==> config.mk <==
export PLATFORM = sky130hd
export DESIGN_NAME = uart_rx_os
export DESIGN_NICKNAME = d
export VERILOG_FILES = /design/src/rtl/uart_rx_os.sv
export SDC_FILE = /design/constraint.sdc
export NUM_CORES = 1
export LEC_CHECK = 0
export CAP_MARGIN = 20
export CORE_MARGIN = 8
export CORE_UTILIZATION = 50
export DETAILED_ROUTE_END_ITERATION = 8
export PLACE_DENSITY = 0.72
export SETUP_SLACK_MARGIN = 0.02
export SKIP_LAST_GASP = 1
export SYNTH_ARGS = -nofsm -noshare
export SYNTH_HDL_FRONTEND = slang
export SYNTH_SLANG_ARGS = --single-unit
export TNS_END_PERCENT = 100
==> constraint.sdc <==
create_clock -name clock -period 4 [get_ports clock]
set_input_delay 1.2 -clock clock [delete_from_list [all_inputs] [get_ports clock]]
set_output_delay 1.2 -clock clock [all_outputs]
set_load 0.01 [all_outputs]
==> src/rtl/uart_rx_os.sv <==
// UART receiver with 16x oversampling, 2-of-3 majority bit decisions, parity/stop
// checking, break detection and a first-word-fall-through receive FIFO.
module uart_rx_os #(
  parameter int CLK_HZ     = 25000000,
  parameter int BAUD       = 9600,
  parameter int DATA_BITS  = 8,
  parameter int PARITY     = 0,
  parameter int STOP_BITS  = 1,
  parameter int FIFO_DEPTH = 4
) (
  input  logic                          clock,
  input  logic                          reset_n,
  input  logic                          serial_rx,
  output logic                          rx_valid,
  input  logic                          rx_ready,
  output logic [DATA_BITS-1:0]          rx_data,
  output logic                          parity_err,
  output logic                          frame_err,
  output logic                          overrun,
  output logic                          break_det,
  output logic [$clog2(FIFO_DEPTH):0]   fifo_count
);

  localparam int DIV = (CLK_HZ + 8 * BAUD) / (16 * BAUD);
  localparam int TW  = $clog2(DIV + 1);
  localparam int PW  = $clog2(FIFO_DEPTH);
  localparam int CW  = PW + 1;
  localparam int EW  = DATA_BITS + 2;

  typedef enum logic [2:0] {
    S_IDLE, S_START, S_DATA, S_PARITY, S_STOP, S_WAIT_HIGH
  } state_t;

  state_t               state_q, state_d;
  logic [1:0]           sync_q;
  logic [TW-1:0]        tick_cnt_q, tick_cnt_d;
  logic [3:0]           idx_q, idx_d;
  logic [3:0]           bit_cnt_q, bit_cnt_d;
  logic [3:0]           hi_cnt_q, hi_cnt_d;
  logic [DATA_BITS-1:0] shift_q, shift_d;
  logic                 par_bit_q, par_bit_d;
  logic                 perr_q, perr_d;
  logic                 ferr_q, ferr_d;
  logic                 s7_q, s7_d;
  logic                 s8_q, s8_d;
  logic                 push_q, push_d;
  logic                 break_q, break_d;

  logic rx_s, tick, maj, decide, stop_ferr, exp_par;

  assign rx_s      = sync_q[1];
  assign tick      = (tick_cnt_q == TW'(DIV - 1));
  assign maj       = (s7_q & s8_q) | (s7_q & rx_s) | (s8_q & rx_s);
  assign decide    = tick && (idx_q == 4'd9);
  assign stop_ferr = ferr_q | ~maj;
  assign exp_par   = (PARITY == 2) ? ^shift_q : ~^shift_q;

  always_comb begin
    state_d    = state_q;
    tick_cnt_d = tick ? '0 : tick_cnt_q + TW'(1);
    idx_d      = idx_q;
    bit_cnt_d  = bit_cnt_q;
    hi_cnt_d   = hi_cnt_q;
    shift_d    = shift_q;
    par_bit_d  = par_bit_q;
    perr_d     = perr_q;
    ferr_d     = ferr_q;
    s7_d       = s7_q;
    s8_d       = s8_q;
    push_d     = 1'b0;
    break_d    = 1'b0;
    if (tick) begin
      idx_d = idx_q + 4'd1;
      if (idx_q == 4'd7) s7_d = rx_s;
      if (idx_q == 4'd8) s8_d = rx_s;
    end
    case (state_q)
      S_IDLE: begin
        if (!rx_s) begin
          state_d    = S_START;
          tick_cnt_d = '0;
          idx_d      = '0;
          bit_cnt_d  = '0;
          par_bit_d  = 1'b0;
          perr_d     = 1'b0;
          ferr_d     = 1'b0;
        end
      end
      S_START: begin
        if (decide) state_d = maj ? S_IDLE : S_DATA;
      end
      S_DATA: begin
        if (decide) begin
          shift_d = {maj, shift_q[DATA_BITS-1:1]};
          if (bit_cnt_q == 4'(DATA_BITS - 1)) begin
            bit_cnt_d = '0;
            state_d   = (PARITY != 0) ? S_PARITY : S_STOP;
          end else begin
            bit_cnt_d = bit_cnt_q + 4'd1;
          end
        end
      end
      S_PARITY: begin
        if (decide) begin
          par_bit_d = maj;
          perr_d    = (maj != exp_par);
          state_d   = S_STOP;
        end
      end
      S_STOP: begin
        if (decide) begin
          ferr_d = stop_ferr;
          if (bit_cnt_q == 4'(STOP_BITS - 1)) begin
            hi_cnt_d = '0;
            // An all-zero frame with a bad stop is a held-low line, not data.
            if (shift_q == '0 && !par_bit_q && stop_ferr) begin
              break_d = 1'b1;
              state_d = S_WAIT_HIGH;
            end else begin
              push_d  = 1'b1;
              state_d = maj ? S_IDLE : S_WAIT_HIGH;
            end
          end else begin
            bit_cnt_d = bit_cnt_q + 4'd1;
          end
        end
      end
      S_WAIT_HIGH: begin
        if (tick) begin
          if (!rx_s) begin
            hi_cnt_d = '0;
          end else if (hi_cnt_q == 4'd15) begin
            state_d = S_IDLE;
          end else begin
            hi_cnt_d = hi_cnt_q + 4'd1;
          end
        end
      end
      default: state_d = S_IDLE;
    endcase
  end

  always_ff @(posedge clock or negedge reset_n) begin
    if (!reset_n) begin
      state_q    <= S_IDLE;
      sync_q     <= 2'b11;
      tick_cnt_q <= '0;
      idx_q      <= '0;
      bit_cnt_q  <= '0;
      hi_cnt_q   <= '0;
      shift_q    <= '0;
      par_bit_q  <= 1'b0;
      perr_q     <= 1'b0;
      ferr_q     <= 1'b0;
      s7_q       <= 1'b0;
      s8_q       <= 1'b0;
      push_q     <= 1'b0;
      break_q    <= 1'b0;
    end else begin
      state_q    <= state_d;
      sync_q     <= {sync_q[0], serial_rx};
      tick_cnt_q <= tick_cnt_d;
      idx_q      <= idx_d;
      bit_cnt_q  <= bit_cnt_d;
      hi_cnt_q   <= hi_cnt_d;
      shift_q    <= shift_d;
      par_bit_q  <= par_bit_d;
      perr_q     <= perr_d;
      ferr_q     <= ferr_d;
      s7_q       <= s7_d;
      s8_q       <= s8_d;
      push_q     <= push_d;
      break_q    <= break_d;
    end
  end

  // Receive FIFO: head entry is read combinationally (first-word-fall-through).
  logic [EW-1:0] mem [FIFO_DEPTH];
  logic [PW-1:0] wr_ptr_q, rd_ptr_q;
  logic [CW-1:0] count_q;
  logic          overrun_q;
  logic          full, not_empty, pop, wr_en;
  logic [EW-1:0] head;

  assign full      = (count_q == CW'(FIFO_DEPTH));
  assign not_empty = (count_q != '0);
  assign pop       = not_empty && rx_ready;
  assign wr_en     = push_q && (!full || pop);
  assign head      = mem[rd_ptr_q];

  always_ff @(posedge clock) begin
    if (wr_en) mem[wr_ptr_q] <= {shift_q, perr_q, ferr_q};
  end

  always_ff @(posedge clock or negedge reset_n) begin
    if (!reset_n) begin
      wr_ptr_q  <= '0;
      rd_ptr_q  <= '0;
      count_q   <= '0;
      overrun_q <= 1'b0;
    end else begin
      if (wr_en) wr_ptr_q <= wr_ptr_q + PW'(1);
      if (pop)   rd_ptr_q <= rd_ptr_q + PW'(1);
      count_q   <= count_q + CW'(wr_en) - CW'(pop);
      overrun_q <= push_q && full && !pop;
    end
  end

  assign rx_valid   = not_empty;
  assign rx_data    = not_empty ? head[EW-1:2] : '0;
  assign parity_err = not_empty ? head[1] : 1'b0;
  assign frame_err  = not_empty ? head[0] : 1'b0;
  assign overrun    = overrun_q;
  assign break_det  = break_q;
  assign fifo_count = count_q;

endmodule

==> results list <==
* Run status: complete, no violations
* Clk root buf: clkbuf_8
* Area grow syn2layout: 10.9%
- Total grt overflow: 0
* Proportion of layout cells with a drive suffix above 1: 0.101
* Die outline height: 107 um
* Depth of the CTS H-tree: 3
* Slowest library cell on the worst path: dfrtp_1
- Once detail routing completed, the nets flagged for antenna violations numbered 0.
- By area, the combinational part of the netlist is dominated by simple AND/OR/NAND/NOR gates.
- Netlist Area Pre-Place: between 4000 and 5000 um2
- Fin nets: around 370
- Width of the die: approximately 110 um
- Post-detail-place hpwl: between 4 and 5 mm
* Peak clock frequency supported by timing: about 0.28 GHz
- At the worst endpoint, the arrival time is between 2 and 2.5 ns.
* XOR/XNOR Fraction of Synth Area: 0.0398
* Source-to-sink clock delay at the later pin of the worst-skew pair: 0.35 ns
* Layout Cell Area excl Fill: around 4600 um2
* TritonCTS clock tree: built
- Post-CTS repair changed the size of 0 cells.
- Number of global-route vias before repair: 2516
- Ordered list of cells on the worst path: mux4_2 -> and2_1 -> clkdlybuf4s50_1
* Fin Setup TNS: 0 ns
- For the pin with the worst max-slew slack, the measured transition is 0.795 ns.
- Final clock period utilization by the worst path: 0.892
* DR DRC count: 0
- Smallest hold slack: 0.371 ns
- Post-synthesis cell type with the largest combined area: edfxtp_1
- For the worst setup path, the data required time is 2.80 ns.
- Top FF cell, synth: dfrtp_1
* Number of antenna repair diodes: 0
- Area inside the core boundary: roughly 8200 um2
* Async set-reset flop share out of synthesis: 0.545
* Shortest period the worst path allows: around 3.6 ns
* Num Clock Sinks: between 80 and 90
- Crit path capture type: primary output
- Worst reg2reg setup slack: between 1 and 1.5 ns
- Die Area: approximately 12000 um2
* Tot Pwr: between 1.5 and 2 mW
- Top routing layer used: met4
- Portion of synthesized cell area occupied by the leading cell type: 0.287
- In this run, the number of DRC markers left after iteration 0 of detailed routing was 67.
- The post-synthesis compound-gate area fraction is 0.0506.
* Post-Synthesis Cells: between 300 and 400
- Clock-pin slew was measured on the worst setup and hold paths at 0.09 ns.
- EDFF count, synth: 40
* Clock buffers created by TritonCTS: 9
* # Max-Cap Violations: 0
- Maximum root-to-sink buffer count: 2
- Setup violations remaining at the end of the flow were counted as 0.
* Post-DR vias/cell: 5.45
* Avg Synthesized Cell Area: between 10 and 15 um2
* Type of the worst setup path: reg -> out
- Wire segments on met2 add up to 3.58 mm in the final route.
- Pins over their slew limit: 0
- Hold buffers post-CTS: 0
- Per-cell routed wire length: ~16 um
* Post-Synth Simple-Gate Area: 0.144
- Register bit count reported by yosys: between 80 and 90
- The hold violation total from the final report is 0.
- The Yosys step of the flow raised 0 warnings.
* Drt pass-1 iters: 6
- STA classifies the critical path startpoint as a flip-flop.
- Tot GR Track Use: 0.130
- Setup repair after global routing missed its margin: no
- Clock skew: 0.00617 ns
- Count of different cell masters after synthesis: just over 50
- Effective utilization at floorplan: 0.511
* Count of buffers added by post-CTS timing repair for setup: 0
* Maximum number of pins on one net before global-route repair: between 40 and 50
* Worst-path fanout max: 11
- Vias: 2469
* DRT met1 WL: around 3.1 mm
- Largest cells by area after synthesis: edfxtp_1 29%, dfrtp_1 28%, ha_1 5.4%, mux4_2 5.4%, mux2i_1 3.4%
- The number of antenna violations at the first check in global routing was 0.
- For this run, the slowest stage of the critical path takes ~0.8 ns.
- Buffers placed on the I/O ports in this run total 19.
- Post-detailed-routing wire length: 7.03 mm
* Relative slew slack: 0.465
* Area after DPL: around 4400 um2
* Most common cell in the netlist: dfrtp_1
* Adder-cell share of the synthesized area: 0.0610
- The number of nets handed over by synthesis was around 350.
- Wire segments on met3 add up to between 200 and 250 um in the final route.
- Leakage component of the power: ~2 nW
* Mux cell area share after synthesis: 0.0928
* Number of rows in the core area: 33
- Synth cell count leaders: 46 x dfrtp_1, 40 x edfxtp_1, 23 x inv_1
* Fraction of the yosys area taken by sequential cells: 0.575
- IR drop worst, VDD: approximately 0.00021 V
- Routability-driven placement finished with a final weighted congestion of 0.792.
- Hold Crit Class: reg -> reg
- Global-route wire length before repair: ~12 mm
- P per Cell Area: between 300 and 400 nW/um2
* IO Pins: 20
==> critical path, delay by kind of cell (launching register included) <==
kind / cells / cell delay [ns]
simple gates: 1 / 0.17
flops: 1 / 0.78
buf+inv: 1 / 0.47
mux: 1 / 0.58
==> placed cells by master (no fill, tap or decap), drive strengths merged, types with 3 or more instances in the layout <==
cell and count:
a21oi 4, edfxtp 40, a31oi 4, o21ai 7, clkbuf 9, clkdlybuf4s50 18, and3 4, nor2 18
mux2i 14, mux4 10, nand2 19, nor4b 4, a2bb2oi 3, buf 3, ha 18, nor4 3
nand3 13, dfrtp 46, xor2 9, and2 18, nor2b 4, inv 26, nand4 3, nor3b 4
nand4b 3, xnor2 10
==> through the flow <==
step           cells   util  setup slack (ns)
2_1_floorplan    325      -              1.29
3_3_place_gp     436  0.543             0.732
3_5_place_dp     436  0.543             0.620
4_1_cts          452  0.565             0.355
5_1_grt          453  0.567             0.274
6_report         453  0.567             0.434
==> report_power, final <==
group | switching (mW) | internal, mW
Combinational | 0.0781 | 0.120
Clock | 0.320 | 0.231
Sequential | 0.0769 | 0.968
==> cell families after synthesis <==
logic type               count (synthesis)
AND/OR/NAND/NOR                        105
flip-flops                              88
adder cells (fa/ha/maj)                 20
multiplexers                            26
XOR/XNOR                                19
buffers and inverters                   37
AO/OA/AOI/OAI                           30
==> area by class of cell <==
class,instances,area [um2]
repair buffers,21,213
multi-input cells,200,1620
flip-flops and latches,88,2400
well taps,105,131
clock inverters,7,53.8
fillers,662,3540
clock buffers,9,124
inverters,23,86.3
==> per-layer routing <==
metal,vias to the layer above,track usage
li1,1196,-
met4,0,0.0486
met5,-,0
met3,12,0.0347
met1,1231,0.148
met2,30,0.227
==> path summary, 6_finish.rpt <==
kind,from,to,depth (start not counted)
max in group asynchronous,reset_n,shift_q[5],2
min in group asynchronous,reset_n,bit_cnt_q[2],1
hold / removal,sync_q[0],sync_q[1],0
setup reg to reg,tick_cnt_q[0],shift_q[6],6
setup / recovery,rd_ptr_q[0],rx_data[7],3
hold reg to reg,sync_q[0],sync_q[1],0
==> sequential cells by signal (all words and copies together), names as in the netlist <==
name	flops
mem	40
shift_q	8
tick_cnt_q	8
bit_cnt_q	4
hi_cnt_q	4
idx_q	4
fifo_count	3
state_q	3
rd_ptr_q	2
sync_q	2
wr_ptr_q	2
break_det	1
ferr_q	1
overrun	1
par_bit_q	1
perr_q	1
push_q	1
s7_q	1
s8_q	1
Note: power is estimated with default switching activity, not from simulation.
